$ cat src/rtl/rv_instr_encoder_if.sv
// Descriptor-in / packed-word-out stream bundle for rv_instr_encoder.
// Valid/ready: a transfer happens on a posedge where valid && ready are both 1; a source holds valid and its payload stable until then.
interface rv_instr_encoder_if;
  logic        in_valid;
  logic        in_ready;
  logic [2:0]  in_fmt;
  logic [6:0]  in_opcode;
  logic [2:0]  in_funct3;
  logic [6:0]  in_funct7;
  logic [4:0]  in_rd;
  logic [4:0]  in_rs1;
  logic [4:0]  in_rs2;
  logic [31:0] in_imm;
  logic        in_flush;
  logic        out_valid;
  logic        out_ready;
  logic [63:0] out_data;
  logic [1:0]  out_mask;

  modport master (
    output in_valid, in_fmt, in_opcode, in_funct3, in_funct7,
           in_rd, in_rs1, in_rs2, in_imm, in_flush, out_ready,
    input  in_ready, out_valid, out_data, out_mask
  );

  modport slave (
    input  in_valid, in_fmt, in_opcode, in_funct3, in_funct7,
           in_rd, in_rs1, in_rs2, in_imm, in_flush, out_ready,
    output in_ready, out_valid, out_data, out_mask
  );
endinterface

$ cat src/rtl/rv_instr_encoder.sv
// Encodes RV64IM field descriptors into 32-bit words and packs them in pairs
// into 64-bit instruction-memory words; out-of-range descriptors are counted and dropped.
module rv_instr_encoder #(
  parameter logic [31:0] NOP_WORD = 32'h00000013,
  parameter int          ERR_W    = 16
) (
  input  logic             clk,
  input  logic             reset,
  rv_instr_encoder_if.slave bus,
  output logic             err_pulse,
  output logic [ERR_W-1:0] err_count,
  output logic             dbg_state
);

  typedef enum logic {S_EMPTY = 1'b0, S_HALF = 1'b1} state_e;

  state_e       state_q, state_d;
  logic [31:0]  lo_q, lo_d;
  logic [31:0]  word;
  logic         bad;
  logic         accept, good;
  logic         emit;
  logic [63:0]  emit_data;
  logic [1:0]   emit_mask;
  logic signed [31:0] imm_s;

  assign imm_s        = bus.in_imm;
  assign bus.in_ready = !bus.out_valid || bus.out_ready;
  assign accept       = bus.in_valid && bus.in_ready;
  assign good         = accept && !bad;
  assign dbg_state    = state_q;

  always_comb begin
    word = '0;
    bad  = 1'b0;
    case (bus.in_fmt)
      3'd0: word = {bus.in_funct7, bus.in_rs2, bus.in_rs1, bus.in_funct3, bus.in_rd, bus.in_opcode};
      3'd1: begin
        word = {bus.in_imm[11:0], bus.in_rs1, bus.in_funct3, bus.in_rd, bus.in_opcode};
        bad  = (imm_s < -32'sd2048) || (imm_s > 32'sd2047);
      end
      3'd2: begin
        word = {bus.in_imm[11:5], bus.in_rs2, bus.in_rs1, bus.in_funct3, bus.in_imm[4:0], bus.in_opcode};
        bad  = (imm_s < -32'sd2048) || (imm_s > 32'sd2047);
      end
      3'd3: begin
        word = {bus.in_imm[12], bus.in_imm[10:5], bus.in_rs2, bus.in_rs1, bus.in_funct3,
                bus.in_imm[4:1], bus.in_imm[11], bus.in_opcode};
        bad  = (imm_s < -32'sd4096) || (imm_s > 32'sd4094) || bus.in_imm[0];
      end
      3'd4: begin
        word = {bus.in_imm[31:12], bus.in_rd, bus.in_opcode};
        bad  = |bus.in_imm[11:0];
      end
      3'd5: begin
        word = {bus.in_imm[20], bus.in_imm[10:1], bus.in_imm[11], bus.in_imm[19:12], bus.in_rd, bus.in_opcode};
        bad  = (imm_s < -32'sd1048576) || (imm_s > 32'sd1048574) || bus.in_imm[0];
      end
      3'd6: begin
        word = {bus.in_funct7[6:1], bus.in_imm[5:0], bus.in_rs1, bus.in_funct3, bus.in_rd, bus.in_opcode};
        bad  = bus.in_imm > 32'd63;
      end
      default: bad = 1'b1;
    endcase
  end

  // A rejected descriptor still counts as a flush request, so a held half can drain.
  always_comb begin
    state_d   = state_q;
    lo_d      = lo_q;
    emit      = 1'b0;
    emit_data = '0;
    emit_mask = 2'b00;
    case (state_q)
      S_EMPTY: begin
        if (good) begin
          if (bus.in_flush) begin
            emit      = 1'b1;
            emit_data = {NOP_WORD, word};
            emit_mask = 2'b01;
          end else begin
            lo_d    = word;
            state_d = S_HALF;
          end
        end
      end
      S_HALF: begin
        if (good) begin
          emit      = 1'b1;
          emit_data = {word, lo_q};
          emit_mask = 2'b11;
          state_d   = S_EMPTY;
        end else if (bus.in_flush && bus.in_ready) begin
          emit      = 1'b1;
          emit_data = {NOP_WORD, lo_q};
          emit_mask = 2'b01;
          state_d   = S_EMPTY;
        end
      end
      default: state_d = S_EMPTY;
    endcase
  end

  always_ff @(posedge clk) begin
    if (!reset) begin
      state_q       <= S_EMPTY;
      lo_q          <= '0;
      bus.out_valid <= 1'b0;
      bus.out_data  <= '0;
      bus.out_mask  <= 2'b00;
      err_pulse     <= 1'b0;
      err_count     <= '0;
    end else begin
      state_q <= state_d;
      lo_q    <= lo_d;
      if (emit) begin
        bus.out_valid <= 1'b1;
        bus.out_data  <= emit_data;
        bus.out_mask  <= emit_mask;
      end else if (bus.out_ready) begin
        bus.out_valid <= 1'b0;
      end
      err_pulse <= accept && bad;
      if (accept && bad && (err_count != {ERR_W{1'b1}})) begin
        err_count <= err_count + 1'b1;
      end
    end
  end

endmodule

$ cat src/flat_wrapper.sv
// flat-port wrapper written by rule: the top's interface ports become plain ports
module rv_instr_encoder_flat 
#(
  parameter logic [31:0] NOP_WORD = 32'h00000013,
  parameter int          ERR_W    = 16
)
  (clk, reset, err_pulse, err_count, dbg_state, bus_in_valid, bus_in_fmt, bus_in_opcode, bus_in_funct3, bus_in_funct7, bus_in_rd, bus_in_rs1, bus_in_rs2, bus_in_imm, bus_in_flush, bus_out_ready, bus_in_ready, bus_out_valid, bus_out_data, bus_out_mask);
  rv_instr_encoder_if bus_i ();
  input  logic clk;
  input  logic reset;
  output logic err_pulse;
  output logic [ERR_W-1:0] err_count;
  output logic dbg_state;
  input wire logic [$bits(bus_i.in_valid)-1:0] bus_in_valid;
  input wire logic [$bits(bus_i.in_fmt)-1:0] bus_in_fmt;
  input wire logic [$bits(bus_i.in_opcode)-1:0] bus_in_opcode;
  input wire logic [$bits(bus_i.in_funct3)-1:0] bus_in_funct3;
  input wire logic [$bits(bus_i.in_funct7)-1:0] bus_in_funct7;
  input wire logic [$bits(bus_i.in_rd)-1:0] bus_in_rd;
  input wire logic [$bits(bus_i.in_rs1)-1:0] bus_in_rs1;
  input wire logic [$bits(bus_i.in_rs2)-1:0] bus_in_rs2;
  input wire logic [$bits(bus_i.in_imm)-1:0] bus_in_imm;
  input wire logic [$bits(bus_i.in_flush)-1:0] bus_in_flush;
  input wire logic [$bits(bus_i.out_ready)-1:0] bus_out_ready;
  output wire logic [$bits(bus_i.in_ready)-1:0] bus_in_ready;
  output wire logic [$bits(bus_i.out_valid)-1:0] bus_out_valid;
  output wire logic [$bits(bus_i.out_data)-1:0] bus_out_data;
  output wire logic [$bits(bus_i.out_mask)-1:0] bus_out_mask;
  assign bus_i.in_valid = bus_in_valid;
  assign bus_i.in_fmt = bus_in_fmt;
  assign bus_i.in_opcode = bus_in_opcode;
  assign bus_i.in_funct3 = bus_in_funct3;
  assign bus_i.in_funct7 = bus_in_funct7;
  assign bus_i.in_rd = bus_in_rd;
  assign bus_i.in_rs1 = bus_in_rs1;
  assign bus_i.in_rs2 = bus_in_rs2;
  assign bus_i.in_imm = bus_in_imm;
  assign bus_i.in_flush = bus_in_flush;
  assign bus_i.out_ready = bus_out_ready;
  assign bus_in_ready = bus_i.in_ready;
  assign bus_out_valid = bus_i.out_valid;
  assign bus_out_data = bus_i.out_data;
  assign bus_out_mask = bus_i.out_mask;
  rv_instr_encoder #(.NOP_WORD(NOP_WORD), .ERR_W(ERR_W)) u_core (.clk(clk), .reset(reset), .bus(bus_i), .err_pulse(err_pulse), .err_count(err_count), .dbg_state(dbg_state));
endmodule
$ cat config.mk
export PLATFORM = sky130hd
export DESIGN_NAME = rv_instr_encoder_flat
export DESIGN_NICKNAME = d
export VERILOG_FILES = /design/src/rtl/rv_instr_encoder_if.sv /design/src/rtl/rv_instr_encoder.sv /design/src/flat_wrapper.sv
export SDC_FILE = /design/constraint.sdc
export NUM_CORES = 1
export LEC_CHECK = 0
export CAP_MARGIN = 20
export CORE_AREA = 2 2 131 165
export CTS_CLUSTER_DIAMETER = 50
export DETAILED_ROUTE_END_ITERATION = 10
export DIE_AREA = 0 0 133 167
export DONT_BUFFER_PORTS = 1
export SLEW_MARGIN = 0
export SYNTH_ARGS = -nofsm -noshare
export SYNTH_HDL_FRONTEND = slang
export SYNTH_SLANG_ARGS = --single-unit
$ cat constraint.sdc
create_clock -name clk -period 2.4 [get_ports clk]
set_input_delay 0.36 -clock clk [delete_from_list [all_inputs] [get_ports clk]]
set_output_delay 0.36 -clock clk [all_outputs]
set_load 0.1 [all_outputs]
==> metrics, run 1 <==
final-report setup violation count 0; sequential-to-total area share from yosys stat 0.4577; crit path from bus_in_imm[18]; hold buffer count at CTS 0; top cells by area, synth dfxtp_1 46%, a221o_1 6.8%, nor2_1 6.2%; Initial DRT Pass Iterations 5; clock sink total approximately 120; worst slew pin tran around 710 ps; Synth Area in Compound Gates 0.2648; RSZ-0062 raised after global routing yes; FF/Latch Area 0.002359 mm2; Worst setup SP type input pin; cell with the most instances after synthesis dfxtp_1; post-synthesis cell count 568; uppermost layer routed met4; post-cts resize count 0; Fin Setup TNS 0 ps; Initial Util 0.2485; post-CTS setup buffers 0; Syn Nets 641; Synth cell types 43; Min-Delay Endpoint u_core.err_count[10]; drt total wl 17470 um; async set-or-reset flop fraction in the synthesized netlist 0; part of the cycle the worst path needs 0.9534; Num CTS Buffers 17; first-pass GRT wire length roughly 27000 um; Adder-Cell Fraction of Synth Area 0.002445; share of the synthesized area in the top cell type 0.4577; worst min path class input pin to register; Final nets around 740; CTS Buffer Depth 2; critical path class input pin to register; Synth Area per Inst ~9 um2; r2r setup slk 310 ps; row cnt 59; Vias/cell around 5; synth cell count leaders 117 x dfxtp_1, 84 x nor2_1, 47 x nand2_1; Finished Layout Cells ~950; number of global-route vias before repair 4692; clk_lat worst skew 410 ps; reg2reg start u_core.err_count[8]; Syn-to-layout area delta 36.04%; Crit Path Max Fanout between 40 and 50; skew final 9.607 ps; Tmin final 2288 ps; CTS root buf clkbuf_16; FILL cells around 2100; fmax ~440 MHz; Post-Syn Area just over 0.005 mm2; initial antenna violation count 1; GRT Resource Usage Total 0.1587; Max-slew headroom 0.5245; VDD IR max 0.0004519 V; WL met2 a little over 8000 um; DP HPWL ~13000 um; Die Y ~170 um; largest net degree at the start of global routing 46; Post-Synth Simple-Gate Area 0.1858; I/O Buffers 0; M1 wire length approximately 7300 um; top_reg_cell synth dfxtp_1; crit path capture type register; worst endpoint required time about 2700 ps; post-synthesis mux area share 0.03545; GRT overflow 0; die area between 0.02 and 0.025 mm2; DRC errors left 0; Fin. Hold Viols 0; routed len/inst between 15 and 20 um; Post-DRT Antenna Nets 0; Synth Area in XOR/XNOR 0.01027; PwrDens 785.6 mW/mm2; Lkg Pwr ~2.8 nW; WL met3 1505 um; layout cell share with drive strength beyond 1 0.2622; Placed Cells incl. Taps just over 900; Synth Warn # 0; Util after Layout 0.3380; routed vias 4788; I/O pin total about 160; worst r2r path cells 8; fin. max-slew vios 0; max_cap viols 0; Crit path arrival time about 2600 ps; multi-input logic area between 0.002 and 0.003 mm2; die width roughly 130 um; status finished, final reports clean; worst r2r dst u_core.err_count[8]; Yosys reg bits roughly 120; largest area contributor in the netlist dfxtp_1; Core Box Area 0.02060 mm2; EDFF count, synth 0; H-tree depth 4; Reg clk slew, reported paths 60 ps; Hold Path Origin reset; Hold Path Depth 2; CTS tree done; RD Place Congestion approximately 0.79; Iteration-0 DRC Markers 280; combinational family with the most area after synthesis compound AO/OA/AOI/OAI gates
## worst max-delay path, stage by stage
cell and delay, ps:
or4_4 520, nor2_2 280, nand3_1 150, a32oi_2 280, nand4_1 160, and3_4 390
a221o_1 400
## power breakdown
part	internal [mW]	leakage (nW)	switching [mW]
registers	2.00	0.953	0.0292
logic	0.204	1.56	0.501
clock network	1.83	0.301	0.906
total	4.03	2.82	1.44
## metrics by stage
step / power (mW) / cell area, um2 / worst slack (ps) / hold WS [ps]
after floorplan: 2.614 / 5215 / -178.5 / 436.2
after global placement: 2.770 / 6315 / -227.7 / 441.7
after detailed placement: 2.777 / 6315 / -279.8 / 449.9
after CTS: 5.535 / 6959 / 152.0 / 73.04
after global routing: 5.680 / 6962 / -4.344 / 77.48
final: 5.469 / 6962 / 111.9 / 95.54
## registers in the layout, summed over array words and instances (netlist names)
register,cells
u_core.lo_q,32
u_core.bus.out_valid,1
u_core.bus.out_mask,2
u_core.err_count,16
u_core.dbg_state,1
u_core.bus.out_data,64
u_core.err_pulse,1
## layer usage
layer / track usage / up-vias
met1: 0.1833 / 2248
li1: - / 2347
met3: 0.06910 / 22
met5: 0 / -
met2: 0.2548 / 171
met4: 0.06919 / 0
## cell families after synthesis
kind of cell	count (synthesis)
flip-flops	117
AO/OA/AOI/OAI	170
AND/OR/NAND/NOR	205
buffers and inverters	51
XOR/XNOR	6
multiplexers	18
adder cells (fa/ha/maj)	1
## how the worst max path moves through the flow
stage | end | slack, ps | cells past startpoint
global placement | u_core.bus.out_data[36] | -230 | 7
detailed placement | u_core.bus.out_data[9] | -280 | 7
finish | u_core.bus.out_data[21] | 110 | 7
CTS | u_core.bus.out_data[23] | 150 | 7
floorplan | u_core.bus.out_data[15] | -180 | 9
global route | u_core.bus.out_data[59] | -4 | 8
## cells in the final DEF (no fill, tap or decap), types with 2 or more instances in the layout
cell type / instances
nor4_1: 3
a21oi_1: 26
o2bb2ai_1: 28
nand2b_1: 12
clkbuf_1: 2
o21ai_0: 7
nor2b_1: 3
clkinv_4: 2
dfxtp_2: 10
dfxtp_1: 106
inv_1: 7
buf_12: 4
a221o_1: 35
a32oi_1: 4
mux2i_1: 17
and3_1: 9
and4_1: 2
nand3_1: 16
nand4_1: 16
a31oi_1: 4
or4_4: 3
a22oi_1: 16
nor2_1: 83
a211oi_1: 30
clkinvlp_4: 4
and2_1: 3
nand2_1: 47
xnor2_1: 6
buf_4: 118
a21boi_0: 4
clkbuf_16: 18
bufinv_16: 4
a22o_1: 6
## cell type report
cell class,instances,share of cell area
Antenna cell,1,0.0003595
Clock buffer,21,0.06776
Clock inverter,11,0.02480
Inverter,8,0.004313
Multi-Input combinational cell,400,0.3760
Sequential cell,117,0.3388
Tap cell,274,0.04925
Timing Repair Buffer,122,0.1387
No activity file was read; power rests on OpenSTA's default activity.
==> inputs of run 2 (changes only) <==
RECOVER_POWER = 50   (was not set)
==> run 2 against run 1 <==
Sequential share of layout area grew 1.6 points. Design area shrank 4.5%. Worst setup slack gained 27 ps. Largest cell class unchanged.
==> metrics, run 2 (synthesized netlist as in run 1, its figures left out) <==
PwrDens 819.1 mW/mm2 (was 785.6 mW/mm2); GRT overflow 0 (unchanged); critical path class input pin to register (unchanged); max reg flops 64 (unchanged); worst r2r dst u_core.err_count[10] (was u_core.err_count[8]); post-CTS setup buffers 0 (unchanged); Core Box Area 0.02060 mm2 (unchanged); RSZ-0062 raised after global routing yes (unchanged); worst endpoint required time 2690 ps (about the same); r2r setup slk 270 ps (was 310 ps); post-cts resize count 0 (unchanged); largest registers u_core.bus.out_data: 64 flops, u_core.lo_q: 32 flops, u_core.err_count: 16 flops (unchanged); Vias/cell 5.050 (was 5.019); crit path from bus_in_imm[18] (unchanged); part of the cycle the worst path needs 0.9421 (was 0.9534); RD Place Congestion 0.7947 (unchanged); Lkg Pwr 2.487 nW (was 2.815 nW); CTS root buf clkbuf_16 (unchanged); CP Cell Sequence or4_4, nor2_2, nand3_1, a32oi_2, nand4_1, and3_4, a221o_1 (unchanged); largest net degree at the start of global routing 46 (unchanged); routed vias 4818 (was 4788); Worst setup SP type input pin (unchanged); routed len/inst 18.26 um (was 18.31 um); reg2reg start u_core.err_count[8] (unchanged); fin. max-slew vios 0 (unchanged); GRT Resource Usage Total 0.1587 (unchanged); Num CTS Buffers 17 (unchanged); hold buffer count at CTS 0 (unchanged); worst r2r path cells 8 (unchanged); Slowest Stage Delay on Critical Path 520 ps (about the same); Initial Util 0.2485 (unchanged); Max-slew headroom 0.1429 (was 0.5245); final-report setup violation count 0 (unchanged); crit path capture type register (unchanged); WL met2 8237 um (was 8257 um); VDD IR max 0.0004535 V (was 0.0004519 V); Die Y 167 um (unchanged); M1 wire length 7123 um (was 7276 um); fmax 442.3 MHz (was 437.1 MHz); worst min path class input pin to register (unchanged); worst slew pin tran 1286 ps (was 713.3 ps); CTS tree done (unchanged); I/O pin total 158 (unchanged); largest register by flop count u_core.bus.out_data (unchanged); Syn-to-layout area delta 29.88% (was 36.04%); skew final 9.705 ps (was 9.607 ps); layout cell share with drive strength beyond 1 0.1473 (was 0.2622); WHS 91.81 ps (was 95.54 ps); Hold Path Origin reset (unchanged); Worst path slowest cell or4_4 (unchanged); Initial DRT Pass Iterations 5 (unchanged); Iteration-0 DRC Markers 284 (was 280); Crit Path Max Fanout 45 (unchanged); first-pass GRT wire length 26970 um (unchanged); row cnt 59 (unchanged); clock sink total 117 (unchanged); Post-DRT Antenna Nets 0 (unchanged); FILL cells 2164 (was 2108); most frequent cells in the layout 108 x dfxtp_1, 83 x nor2_1, 75 x clkbuf_1 (was 118 x buf_4, 106 x dfxtp_1, 83 x nor2_1); initial antenna violation count 1 (unchanged); Reg clk slew, reported paths 60 ps (about the same); Fin. Hold Viols 0 (unchanged); I/O Buffers 0 (unchanged); most common cell after layout, fill and taps aside dfxtp_1 (was buf_4); Tmin final 2261 ps (was 2288 ps); Fin Setup TNS 0 ps (unchanged); max_cap viols 0 (unchanged); status finished, final reports clean (unchanged); clk_lat worst skew 410 ps (about the same); DP HPWL 12790 um (unchanged); CTS Buffer Depth 2 (unchanged); H-tree depth 4 (unchanged); number of global-route vias before repair 4692 (unchanged); die area 0.02221 mm2 (unchanged); Crit path arrival time 2550 ps (was 2580 ps); drt total wl 17420 um (was 17470 um); WL met3 1654 um (was 1505 um); Final nets 739 (unchanged); uppermost layer routed met4 (unchanged); DRC errors left 0 (unchanged); end of the critical path u_core.bus.out_data[21] (unchanged); die width 133 um (unchanged)
run 2: cell count changes in the layout (fill, tap and decap cells not counted), moves of 2 or more:
cell      change
clkbuf_1     +73
buf_1         +2
clkbuf_2     +12
dfxtp_1       +2
buf_4        -87
dfxtp_2       -2
run 2: stage by stage:
| step | cell area [um2] | setup WS [ps] | util | instances | power [mW] |
|---|---|---|---|---|---|
| after floorplan | 5215 | -178.5 | - | 568 | 2.614 |
| after global placement | 6315 | -227.7 | 0.3066 | 921 | 2.770 |
| after detailed placement | 6315 | -279.8 | 0.3066 | 921 | 2.777 |
| after CTS | 6959 | 152.0 | 0.3379 | 953 | 5.535 |
| after global routing | 6646 | -4.344 | 0.3227 | 954 | 5.652 |
| final | 6646 | 139.1 | 0.3227 | 954 | 5.444 |
run 2: worst min-delay path by stage:
stage | endpoint | cells after the start
after detailed placement | u_core.lo_q[2] | 2
after CTS | u_core.err_count[6] | 2
after floorplan | u_core.lo_q[0] | 2
after global placement | u_core.lo_q[0] | 2
after global routing | u_core.err_count[12] | 2
final | u_core.err_count[10] | 2
run 2: report_power, final:
group	switching, mW	total (mW)	internal [mW]
sequential	0.0286	2.03	2.00
clock	0.909	2.74	1.83
combinational	0.501	0.678	0.176
total	1.44	5.44	4.00
run 2: worst max-delay path, delay by kind of cell:
| kind | cells | cell delay [ps] |
|---|---|---|
| AOI/OAI and AO/OA | 2 | 690 |
| and+or+nand+nor | 5 | 1470 |
run 2: metal layers:
layer / vias up / track usage
met5: - / 0
met4: 0 / 0.06919
met3: 23 / 0.06910
met2: 186 / 0.2548
met1: 2265 / 0.1833
li1: 2344 / -
run 2: final cells by class:
class                   instances  area [um2]  area share
diodes                          1       2.502   0.0003765
clock buffers                  21       471.7     0.07097
clock inverters                11       172.7     0.02598
inverters                       8       30.03    0.004518
multi-input cells             400        2616      0.3936
flip-flops and latches        117        2356      0.3545
well taps                     274       342.8     0.05158
repair buffers                122       654.4     0.09846
==> inputs of run 3 (changes only) <==
CAP_MARGIN = 10   (was 20)
==> results of run 3 <==
Final layout, timing and power as in run 2 (identical DEF).
